File: src/rtl/lzc_pkg.sv
`default_nettype none
// ==========================================================================
// lzc_pkg: shared types and helpers for the LZC / normalise datapath
// Revision: 1.0
// ==========================================================================
package lzc_pkg;

  // Leaf/merge node pair: p = count bit(s) so far, v = any one seen
  typedef struct packed {
    logic p;
    logic v;
  } lzc_node_t;

  typedef enum logic {
    ALIGN_EXACT = 1'b0,
    ALIGN_EVEN  = 1'b1
  } align_mode_e;

  function automatic int lzc_width(input int width);
    return $clog2(width);
  endfunction

endpackage
`default_nettype wire

File: src/rtl/lzc_tree.sv
`default_nettype none
// ==========================================================================
// lzc_tree: combinational leading-zero count built from 2-bit leaf cells
// Revision: 1.0
// ==========================================================================
module lzc_leaf2
  import lzc_pkg::*;
(
  input  logic [1:0] pair,
  output lzc_node_t  node
);

  assign node.p = ~pair[1];
  assign node.v = |pair;

endmodule

module lzc_tree
  import lzc_pkg::*;
#(
  parameter int WIDTH = 16
) (
  input  logic [WIDTH-1:0]         bits,
  output logic [$clog2(WIDTH)-1:0] cnt,
  output logic                     valid
);

  generate
    if (WIDTH == 2) begin : g_leaf
      lzc_node_t node;

      lzc_leaf2 u_leaf (
        .pair (bits),
        .node (node)
      );

      assign cnt   = node.p;
      assign valid = node.v;
    end else begin : g_merge
      localparam int HALF = WIDTH / 2;
      localparam int HW   = $clog2(HALF);

      logic [HW-1:0] hi_cnt;
      logic [HW-1:0] lo_cnt;
      logic          hi_v;
      logic          lo_v;

      lzc_tree #(.WIDTH(HALF)) u_hi (
        .bits  (bits[WIDTH-1:HALF]),
        .cnt   (hi_cnt),
        .valid (hi_v)
      );

      lzc_tree #(.WIDTH(HALF)) u_lo (
        .bits  (bits[HALF-1:0]),
        .cnt   (lo_cnt),
        .valid (lo_v)
      );

      // Upper half wins whenever it holds a one; otherwise all its bits are leading zeros
      assign cnt   = hi_v ? {1'b0, hi_cnt} : {1'b1, lo_cnt};
      assign valid = hi_v | lo_v;
    end
  endgenerate

endmodule
`default_nettype wire

File: src/rtl/lzc_norm_pipe.sv
`default_nettype none
// ==========================================================================
// lzc_norm_pipe: two-stage leading-zero count and mantissa normalise
// Revision: 1.0
// ==========================================================================
module lzc_norm_pipe
  import lzc_pkg::*;
#(
  parameter int WIDTH  = 16,
  parameter int EXP_W  = 8,
  parameter int ALIGN2 = 0
) (
  input  logic                     clk,
  input  logic                     rst,
  input  logic                     in_valid,
  output logic                     in_ready,
  input  logic [WIDTH-1:0]         in_mant,
  input  logic [EXP_W-1:0]         in_exp,
  output logic                     out_valid,
  input  logic                     out_ready,
  output logic [WIDTH-1:0]         out_mant,
  output logic [EXP_W-1:0]         out_exp,
  output logic [$clog2(WIDTH)-1:0] out_lzc,
  output logic                     out_zero,
  output logic                     out_uflow
);

  localparam int          LZC_W     = lzc_width(WIDTH);
  localparam int          CMP_W     = (EXP_W > LZC_W) ? EXP_W : LZC_W;
  localparam align_mode_e MODE      = (ALIGN2 != 0) ? ALIGN_EVEN : ALIGN_EXACT;
  localparam logic        EVEN_ONLY = (MODE == ALIGN_EVEN);
  localparam logic [LZC_W-1:0] EVEN_MASK = {{(LZC_W-1){1'b1}}, ~EVEN_ONLY};

  // ---------------- handshake ----------------
  logic s1_valid;
  logic s2_valid;
  logic s1_advance;

  assign s1_advance = !s2_valid | out_ready;
  assign in_ready   = !s1_valid | s1_advance;

  // ---------------- stage 1: count ----------------
  logic [LZC_W-1:0] tree_cnt;
  logic             tree_valid;

  lzc_tree #(.WIDTH(WIDTH)) u_tree (
    .bits  (in_mant),
    .cnt   (tree_cnt),
    .valid (tree_valid)
  );

  logic [WIDTH-1:0] s1_mant;
  logic [EXP_W-1:0] s1_exp;
  logic [LZC_W-1:0] s1_lzc;
  logic             s1_zero;

  always_ff @(posedge clk or posedge rst) begin
    if (rst) begin
      s1_valid <= 1'b0;
      s1_mant  <= '0;
      s1_exp   <= '0;
      s1_lzc   <= '0;
      s1_zero  <= 1'b0;
    end else if (in_ready) begin
      s1_valid <= in_valid;
      if (in_valid) begin
        s1_mant <= in_mant;
        s1_exp  <= in_exp;
        s1_lzc  <= tree_cnt & EVEN_MASK;
        s1_zero <= ~tree_valid;
      end
    end
  end

  // ---------------- stage 2: clamp and shift ----------------
  logic             clamp;
  logic [LZC_W-1:0] shift;
  logic [EXP_W-1:0] exp_adj;
  logic [WIDTH-1:0] mant_adj;

  // When clamped, exp < L <= WIDTH-1, so the exponent fits in the shift width
  always_comb begin
    clamp    = CMP_W'(s1_lzc) > CMP_W'(s1_exp);
    shift    = clamp ? (LZC_W'(s1_exp) & EVEN_MASK) : s1_lzc;
    exp_adj  = s1_exp - EXP_W'(shift);
    mant_adj = s1_mant << shift;
  end

  logic [WIDTH-1:0] s2_mant;
  logic [EXP_W-1:0] s2_exp;
  logic [LZC_W-1:0] s2_lzc;
  logic             s2_zero;
  logic             s2_uflow;

  always_ff @(posedge clk or posedge rst) begin
    if (rst) begin
      s2_valid <= 1'b0;
      s2_mant  <= '0;
      s2_exp   <= '0;
      s2_lzc   <= '0;
      s2_zero  <= 1'b0;
      s2_uflow <= 1'b0;
    end else if (s1_advance) begin
      s2_valid <= s1_valid;
      if (s1_valid) begin
        if (s1_zero) begin
          s2_mant  <= '0;
          s2_exp   <= '0;
          s2_lzc   <= '0;
          s2_zero  <= 1'b1;
          s2_uflow <= 1'b0;
        end else begin
          s2_mant  <= mant_adj;
          s2_exp   <= exp_adj;
          s2_lzc   <= shift;
          s2_zero  <= 1'b0;
          s2_uflow <= clamp;
        end
      end
    end
  end

  assign out_valid = s2_valid;
  assign out_mant  = s2_mant;
  assign out_exp   = s2_exp;
  assign out_lzc   = s2_lzc;
  assign out_zero  = s2_zero;
  assign out_uflow = s2_uflow;

endmodule
`default_nettype wire

File: config.mk
export PLATFORM = sky130hd
export DESIGN_NAME = lzc_norm_pipe
export DESIGN_NICKNAME = d
export VERILOG_FILES = /design/src/rtl/lzc_pkg.sv /design/src/rtl/lzc_tree.sv /design/src/rtl/lzc_norm_pipe.sv
export SDC_FILE = /design/constraint.sdc
export NUM_CORES = 1
export LEC_CHECK = 0
export CAP_MARGIN = 25
export CORE_UTILIZATION = 30
export DETAILED_ROUTE_END_ITERATION = 6
export HOLD_SLACK_MARGIN = 0.03
export RECOVER_POWER = 50
export REMOVE_ABC_BUFFERS = 1
export SLEW_MARGIN = 20
export SYNTH_ARGS = -nofsm -noshare
export SYNTH_HDL_FRONTEND = slang
export SYNTH_SLANG_ARGS = --single-unit
File: constraint.sdc
create_clock -name clk -period 6.1 [get_ports clk]
set_clock_uncertainty 0.05 [all_clocks]
set_input_delay 1.83 -clock clk [delete_from_list [all_inputs] [get_ports clk]]
set_output_delay 1.83 -clock clk [all_outputs]
set_load 0.1 [all_outputs]
==> results of run 1 <==
## final timing paths
check,startpoint,to,depth (start not counted)
worst max-delay path,out_ready,in_ready,3
worst min-delay path,out_lzc[3],out_lzc[3],2
worst max register to register,s1_exp[3],out_exp[6],17
worst min register to register,out_lzc[3],out_lzc[3],2
max in group asynchronous,rst,s1_mant[2],3
min in group asynchronous,rst,out_exp[6],3
## worst max-delay path: stages
cell                            delay [ns]
sky130_fd_sc_hd__dlygate4sd3_1        0.55
sky130_fd_sc_hd__nand3b_1             0.23
sky130_fd_sc_hd__buf_4                0.28
## registers in the layout, summed over array words and instances (netlist names)
signal     count
out_zero       1
out_valid      1
out_mant      16
s1_lzc         4
out_lzc        4
out_exp        8
s1_valid       1
s1_zero        1
out_uflow      1
s1_mant       16
s1_exp         8
## cell usage in the layout, fill, tap and decap left out, types with 11 or more instances in the layout
cell                              count
sky130_fd_sc_hd__mux2_2              17
sky130_fd_sc_hd__inv_1               11
sky130_fd_sc_hd__dfrtp_1             61
sky130_fd_sc_hd__clkdlybuf4s50_1     56
sky130_fd_sc_hd__a22o_1              12
sky130_fd_sc_hd__mux2i_1             24
sky130_fd_sc_hd__nor2_1              12
sky130_fd_sc_hd__nand2_1             40
sky130_fd_sc_hd__o21ai_0             22
## through the flow
step	std cells	hold slack [ns]	setup WS [ns]	area [um^2]
floorplan	299	0.391	1.55	3350
global placement	500	0.415	1.43	4130
detailed placement	500	0.420	1.42	4130
CTS	516	0.432	1.41	4430
global route	516	0.450	0.971	4430
finish	516	0.427	1.33	4430
## layer usage
metal	vias to the layer above	global-route usage [%]	share of wire (%)
met5	-	0	0
met4	0	6.95	1.9
met3	12	2.81	3.8
met2	53	21.3	44
met1	1246	19.9	50
li1	1272	-	-
## final cells by class
type	instances	area, um^2
timing repair buffer	61	599
fill	1042	6560
clock inverter	7	75.1
tap	140	175
clock buffer	9	225
multi-input combinational	225	1780
sequential	61	1530
inverter	13	51.3
## kinds of logic after synthesis
family	Yosys count
flops	61
xor+xnor	6
simple gates	86
mux	53
fa+ha+maj	8
buf+inv	26
compound gates	72
## where the power goes
group,switching [mW],internal (mW)
Sequential,0.0657,0.487
Clock,0.189,0.317
Combinational,0.614,0.257
Total,0.868,1.06
==> impl_metrics.sql, run 1 <==
INSERT INTO impl_metrics (metric_group, metric, value, unit) VALUES
('place', 'io_buffers', '59', ''),
('logic_synthesis', 'synthCells', '312', ''),
('status', 'outcome', 'finished, violations left', ''),
('logic_synthesis', 'combinational_family_with_the_most_area_after_synthesis', 'multiplexers', ''),
('clocking', 'cts_made_buffers', '9', ''),
('clocking', 'latest_clock_arrival_within_the_worst_skew_pair', '0.33', 'ns'),
('clocking', 'ctsHoldBuffers', '0', ''),
('timing', 'post-route-period-util', '78.2', '%'),
('logic_synthesis', 'synthesis.yosys.warnings', '0', ''),
('timing', 'unrepaired_setup_endpoints_after_global_routing', 'false', ''),
('clocking', 'tritoncts', 'yes', ''),
('detailed_routing', 'routed_wire_length_per_instance', '15.0', 'um'),
('cells_and_area', 'antenna-diode-count', '0', ''),
('logic_synthesis', 'synth_common_cells', 'sky130_fd_sc_hd__dfrtp_1, sky130_fd_sc_hd__nand2_1, sky130_fd_sc_hd__mux2i_1, sky130_fd_sc_hd__o21ai_0, sky130_fd_sc_hd__mux2_2', ''),
('place', 'globalplace.congestion', '0.766', ''),
('cells_and_area', 'finish.utilization', '40.3', '%'),
('setup_path', 'timing_worst_setup_path_type', 'primary input to output pin', ''),
('logic_synthesis', 'synth_top_flop_cell', 'sky130_fd_sc_hd__dfrtp_1', ''),
('detailed_routing', 'drc', '0', ''),
('clocking', 'cts.sinks', '61', ''),
('setup_path', 'cp_data_required_time', '4.22', 'ns'),
('die', 'die_h', '109', 'um'),
('clocking', 'post_cts_resized', '0', ''),
('cells_and_area', 'layout-drive-gt1-share', '13.3', '%'),
('detailed_routing', 'route.antenna.remaining_nets', '0', ''),
('clocking', 'clkTransAtPathRegs', '0.05', 'ns'),
('detailed_routing', 'via_count', '2583', ''),
('logic_synthesis', 'synthAdderAreaFrac', '2.85', '%'),
('logic_synthesis', 'yosysSeqAreaShare', '44.6', '%'),
('global_routing', 'grt_pass1_wl', '13000', 'um'),
('global_routing', 'pin_count_of_the_biggest_net_entering_global_routing', '62', ''),
('logic_synthesis', 'yosys.area_share.xor_xnor', '1.54', '%'),
('cells_and_area', 'nNetsFinal', '406', ''),
('logic_synthesis', 'post-synth-top-area-fraction', '44.6', '%'),
('job', 'max-cap-violations', '1', ''),
('cells_and_area', 'areaGrowthSynthToFinish', '29.5', '%'),
('pwr', 'irDropWorstVdd', '0.316', 'mV'),
('logic_synthesis', 'asyncSetResetFlopFracSynth', '100', '%'),
('timing', 'max_freq', '210', 'MHz'),
('timing', 'finalMaxSlewViolations', '27', ''),
('setup_path', 'timing.critical_path.from_type', 'primary input', ''),
('die', 'die_x', '109', 'um'),
('clocking', 'cts_buffer_depth', '2', ''),
('logic_synthesis', 'synth-compound-area-share', '14.4', '%'),
('die', 'die-area', '11800', 'um^2'),
('die', 'start_util', '31.1', '%'),
('setup_path', 'critical_path.endpoint_type', 'output pin', ''),
('timing', 'total_negative_slack', '0', 'ns'),
('logic_synthesis', 'post_synthesis_area_per_instance', '11.0', 'um^2'),
('logic_synthesis', 'synth_mux_area_share', '20.9', '%'),
('logic_synthesis', 'synth.top_cells.by_area', 'sky130_fd_sc_hd__dfrtp_1, sky130_fd_sc_hd__mux2i_1, sky130_fd_sc_hd__mux2_2', ''),
('die', 'floorplan.core_area', '11000', 'um^2'),
('status', 'failing_checks', 'max-capacitance violations, max-slew violations', ''),
('timing', 'normalized_max_slew_margin', '-0.608', '%'),
('clocking', 'htree_levels', '3', ''),
('place', 'dp_hpwl', '5770', 'um'),
('setup_path', 'worst_ep_arrival_time', '2.89', 'ns'),
('logic_synthesis', 'synthDistinctLibCells', '54', ''),
('global_routing', 'grt_antenna_before_repair', '0', ''),
('detailed_routing', 'wl', '7730', 'um'),
('detailed_routing', 'detailedRoute.firstIterationViolations', '100', ''),
('logic_synthesis', 'synth_most_common_cell', 'sky130_fd_sc_hd__dfrtp_1', ''),
('global_routing', 'grt_pass1_vias', '2592', ''),
('logic_synthesis', 'post_synth_and_or_nand_nor_area_fraction', '12.3', '%'),
('clocking', 'clock_tree.root_cell', 'sky130_fd_sc_hd__clkbuf_16', ''),
('logic_synthesis', 'synth_edf_count', '0', ''),
('timing', 'timing.final.setup_violations', '0', ''),
('setup_path', 'crit_path_max_fanout', '4', ''),
('pwr', 'p_leak', '1.88', 'nW'),
('detailed_routing', 'firstDrtPassIters', '4', ''),
('global_routing', 'global_route.overflow_total', '0', '');
Note: power is estimated with default switching activity, not from simulation.
==> inputs of run 2 (changes only) <==
clock period = 4.53 ns   (was 6.1 ns; I/O delays follow)
==> impl_metrics.sql, run 2 (synthesized netlist as in run 1, its figures left out) <==
INSERT INTO impl_metrics (metric_group, metric, value, unit) VALUES
('setup_path', 'crit_slowest_cell', 'sky130_fd_sc_hd__dlygate4sd3_1', ''),
('die', 'die-area', '11800', 'um^2'),
('clocking', 'post_cts.repair.setup_buffers', '0', ''),
('timing', 'unrepaired_setup_endpoints_after_global_routing', 'false', ''),
('detailed_routing', 'routed_wire_length_per_instance', '15.4', 'um'),
('cells_and_area', 'areaGrowthSynthToFinish', '31.3', '%'),
('global_routing', 'global_route.overflow_total', '0', ''),
('global_routing', 'gr-usage-met2', '21.0', '%'),
('detailed_routing', 'route.antenna.remaining_nets', '0', ''),
('clocking', 'clkTransAtPathRegs', '0.05', 'ns'),
('timing', 'holdWs', '0.423', 'ns'),
('clocking', 'cts_made_buffers', '9', ''),
('setup_path', 'critical_path.endpoint_type', 'output pin', ''),
('global_routing', 'pin_count_of_the_biggest_net_entering_global_routing', '36', ''),
('die', 'die_x', '109', 'um'),
('cells_and_area', 'final_cell_mix', 'sky130_fd_sc_hd__dfrtp_1, sky130_fd_sc_hd__clkdlybuf4s50_1, sky130_fd_sc_hd__nand2_1', ''),
('status', 'outcome', 'finished, violations left', ''),
('setup_path', 'timing.critical_path.cells', 'dlygate4sd3_1, nand3b_1, buf_12', ''),
('clocking', 'latest_clock_arrival_within_the_worst_skew_pair', '0.33', 'ns'),
('clocking', 'htree_levels', '3', ''),
('global_routing', 'gr-usage-met1', '20.8', '%'),
('die', 'die_h', '109', 'um'),
('cells_and_area', 'finish.utilization', '40.9', '%'),
('detailed_routing', 'detailedRoute.firstIterationViolations', '138', ''),
('cells_and_area', 'nNetsFinal', '409', ''),
('timing', 'pin_slew_with_the_least_headroom_to_its_limit', '1.79', 'ns'),
('pwr', 'irDropWorstVdd', '0.359', 'mV'),
('hold_path', 'holdPathStages', '2', ''),
('setup_path', 'timing.critical_path.from_type', 'primary input', ''),
('global_routing', 'grt_pass1_wl', '13000', 'um'),
('global_routing', 'groute.layer.met3.usage', '4.00', '%'),
('setup_path', 'r2r_cells', '17', ''),
('timing', 'total_negative_slack', '0', 'ns'),
('setup_path', 'crit_path_max_fanout', '4', ''),
('setup_path', 'cp_data_required_time', '3.12', 'ns'),
('cells_and_area', 'antenna-diode-count', '0', ''),
('clocking', 'cts_buffer_depth', '2', ''),
('detailed_routing', 'drc', '0', ''),
('place', 'io_buffers', '59', ''),
('hold_path', 'worst_hold_path_type', 'register to register', ''),
('place', 'preCtsSetupSlack', '0.846', 'ns'),
('global_routing', 'grt.total_usage', '14.6', '%'),
('pwr', 'p_leak', '1.91', 'nW'),
('pwr', 'power', '2.68', 'mW'),
('place', 'globalplace.congestion', '0.797', ''),
('detailed_routing', 'via_count', '2587', ''),
('die', 'floorplan.core_area', '11000', 'um^2'),
('timing', 'max_freq', '261', 'MHz'),
('cells_and_area', 'layout.cells.most_common', 'sky130_fd_sc_hd__dfrtp_1', ''),
('cells_and_area', 'layout-drive-gt1-share', '13.5', '%'),
('clocking', 'clock_tree.root_cell', 'sky130_fd_sc_hd__clkbuf_16', ''),
('place', 'dp_hpwl', '6000', 'um'),
('die', 'placementRows', '38', ''),
('status', 'failing_checks', 'max-capacitance violations, max-slew violations', ''),
('detailed_routing', 'firstDrtPassIters', '4', ''),
('die', 'start_util', '31.1', '%'),
('timing', 'finalMaxSlewViolations', '70', ''),
('setup_path', 'worst_ep_arrival_time', '2.42', 'ns'),
('timing', 'normalized_max_slew_margin', '-19.5', '%'),
('setup_path', 'max_stage_delay', '0.55', 'ns'),
('die', 'io-pin-count', '60', ''),
('timing', 'finalWorstSetupSlack', '0.706', 'ns'),
('global_routing', 'grt_most_used_layer', 'met2', ''),
('job', 'max-cap-violations', '2', ''),
('global_routing', 'grt_antenna_before_repair', '0', ''),
('detailed_routing', 'average_vias_per_placed_instance', '4.98', ''),
('clocking', 'tritoncts', 'yes', ''),
('clocking', 'post_cts_resized', '0', ''),
('cells_and_area', 'fillcell_total', '1082', ''),
('pwr', 'power_density', '597', 'nW/um^2'),
('timing', 'period_minus_slack', '3.82', 'ns'),
('timing', 'post-route-period-util', '84.4', '%'),
('cells_and_area', 'multi_input_comb_area', '1780', 'um^2'),
('global_routing', 'grt_pass1_vias', '2530', ''),
('cells_and_area', 'sequential_cell_area', '1530', 'um^2'),
('timing', 'timing.final.setup_violations', '0', ''),
('timing', 'hold_violation_count_in_the_final_report', '0', ''),
('clocking', 'cts.sinks', '61', ''),
('clocking', 'ctsHoldBuffers', '0', ''),
('setup_path', 'timing_worst_setup_path_type', 'primary input to output pin', ''),
('detailed_routing', 'wl', '8000', 'um');
-- run 2: worst paths after layout --
path | start | to | slack (ns)
worst max-delay path | out_ready | in_ready | 0.71
worst min-delay path | out_exp[2] | out_exp[2] | 0.42
worst max register to register | s1_exp[3] | out_exp[6] | 0.84
worst min register to register | out_exp[2] | out_exp[2] | 0.42
max in group asynchronous | rst | s1_lzc[0] | 1.30
min in group asynchronous | rst | out_exp[3] | 1.97
-- run 2: layout make-up --
cell class,instances,share of cell area [%]
well taps,140,3.90
repair buffers,64,14.0
flip-flops and latches,61,34.0
inverters,13,1.14
multi-input cells,225,39.5
clock inverters,5,1.84
clock buffers,11,5.63
-- run 2: where the power goes --
part / total (mW) / internal, mW / switching (mW)
clock network: 0.759 / 0.511 / 0.248
registers: 0.743 / 0.656 / 0.0873
logic: 1.18 / 0.349 / 0.829
-- run 2: metal layers --
| metal | part of all wire, % | routed length (um) |
|---|---|---|
| met3 | 4.0 | 321 |
| met1 | 51 | 4060 |
| met5 | 0 | 0 |
| met4 | 1.3 | 104 |
| met2 | 44 | 3520 |
-- run 2: worst max-delay path: cells and delay by family --
kind / cells / cell delay (ns)
AND/OR/NAND/NOR: 1 / 0.27
buffers and inverters: 2 / 0.78
-- run 2: per-stage QoR --
stage	instance area [um^2]	cells
after global placement	4170	503
after CTS	4500	519
after global routing	4490	519
after detailed placement	4170	503
final	4490	519
after floorplan	3350	299
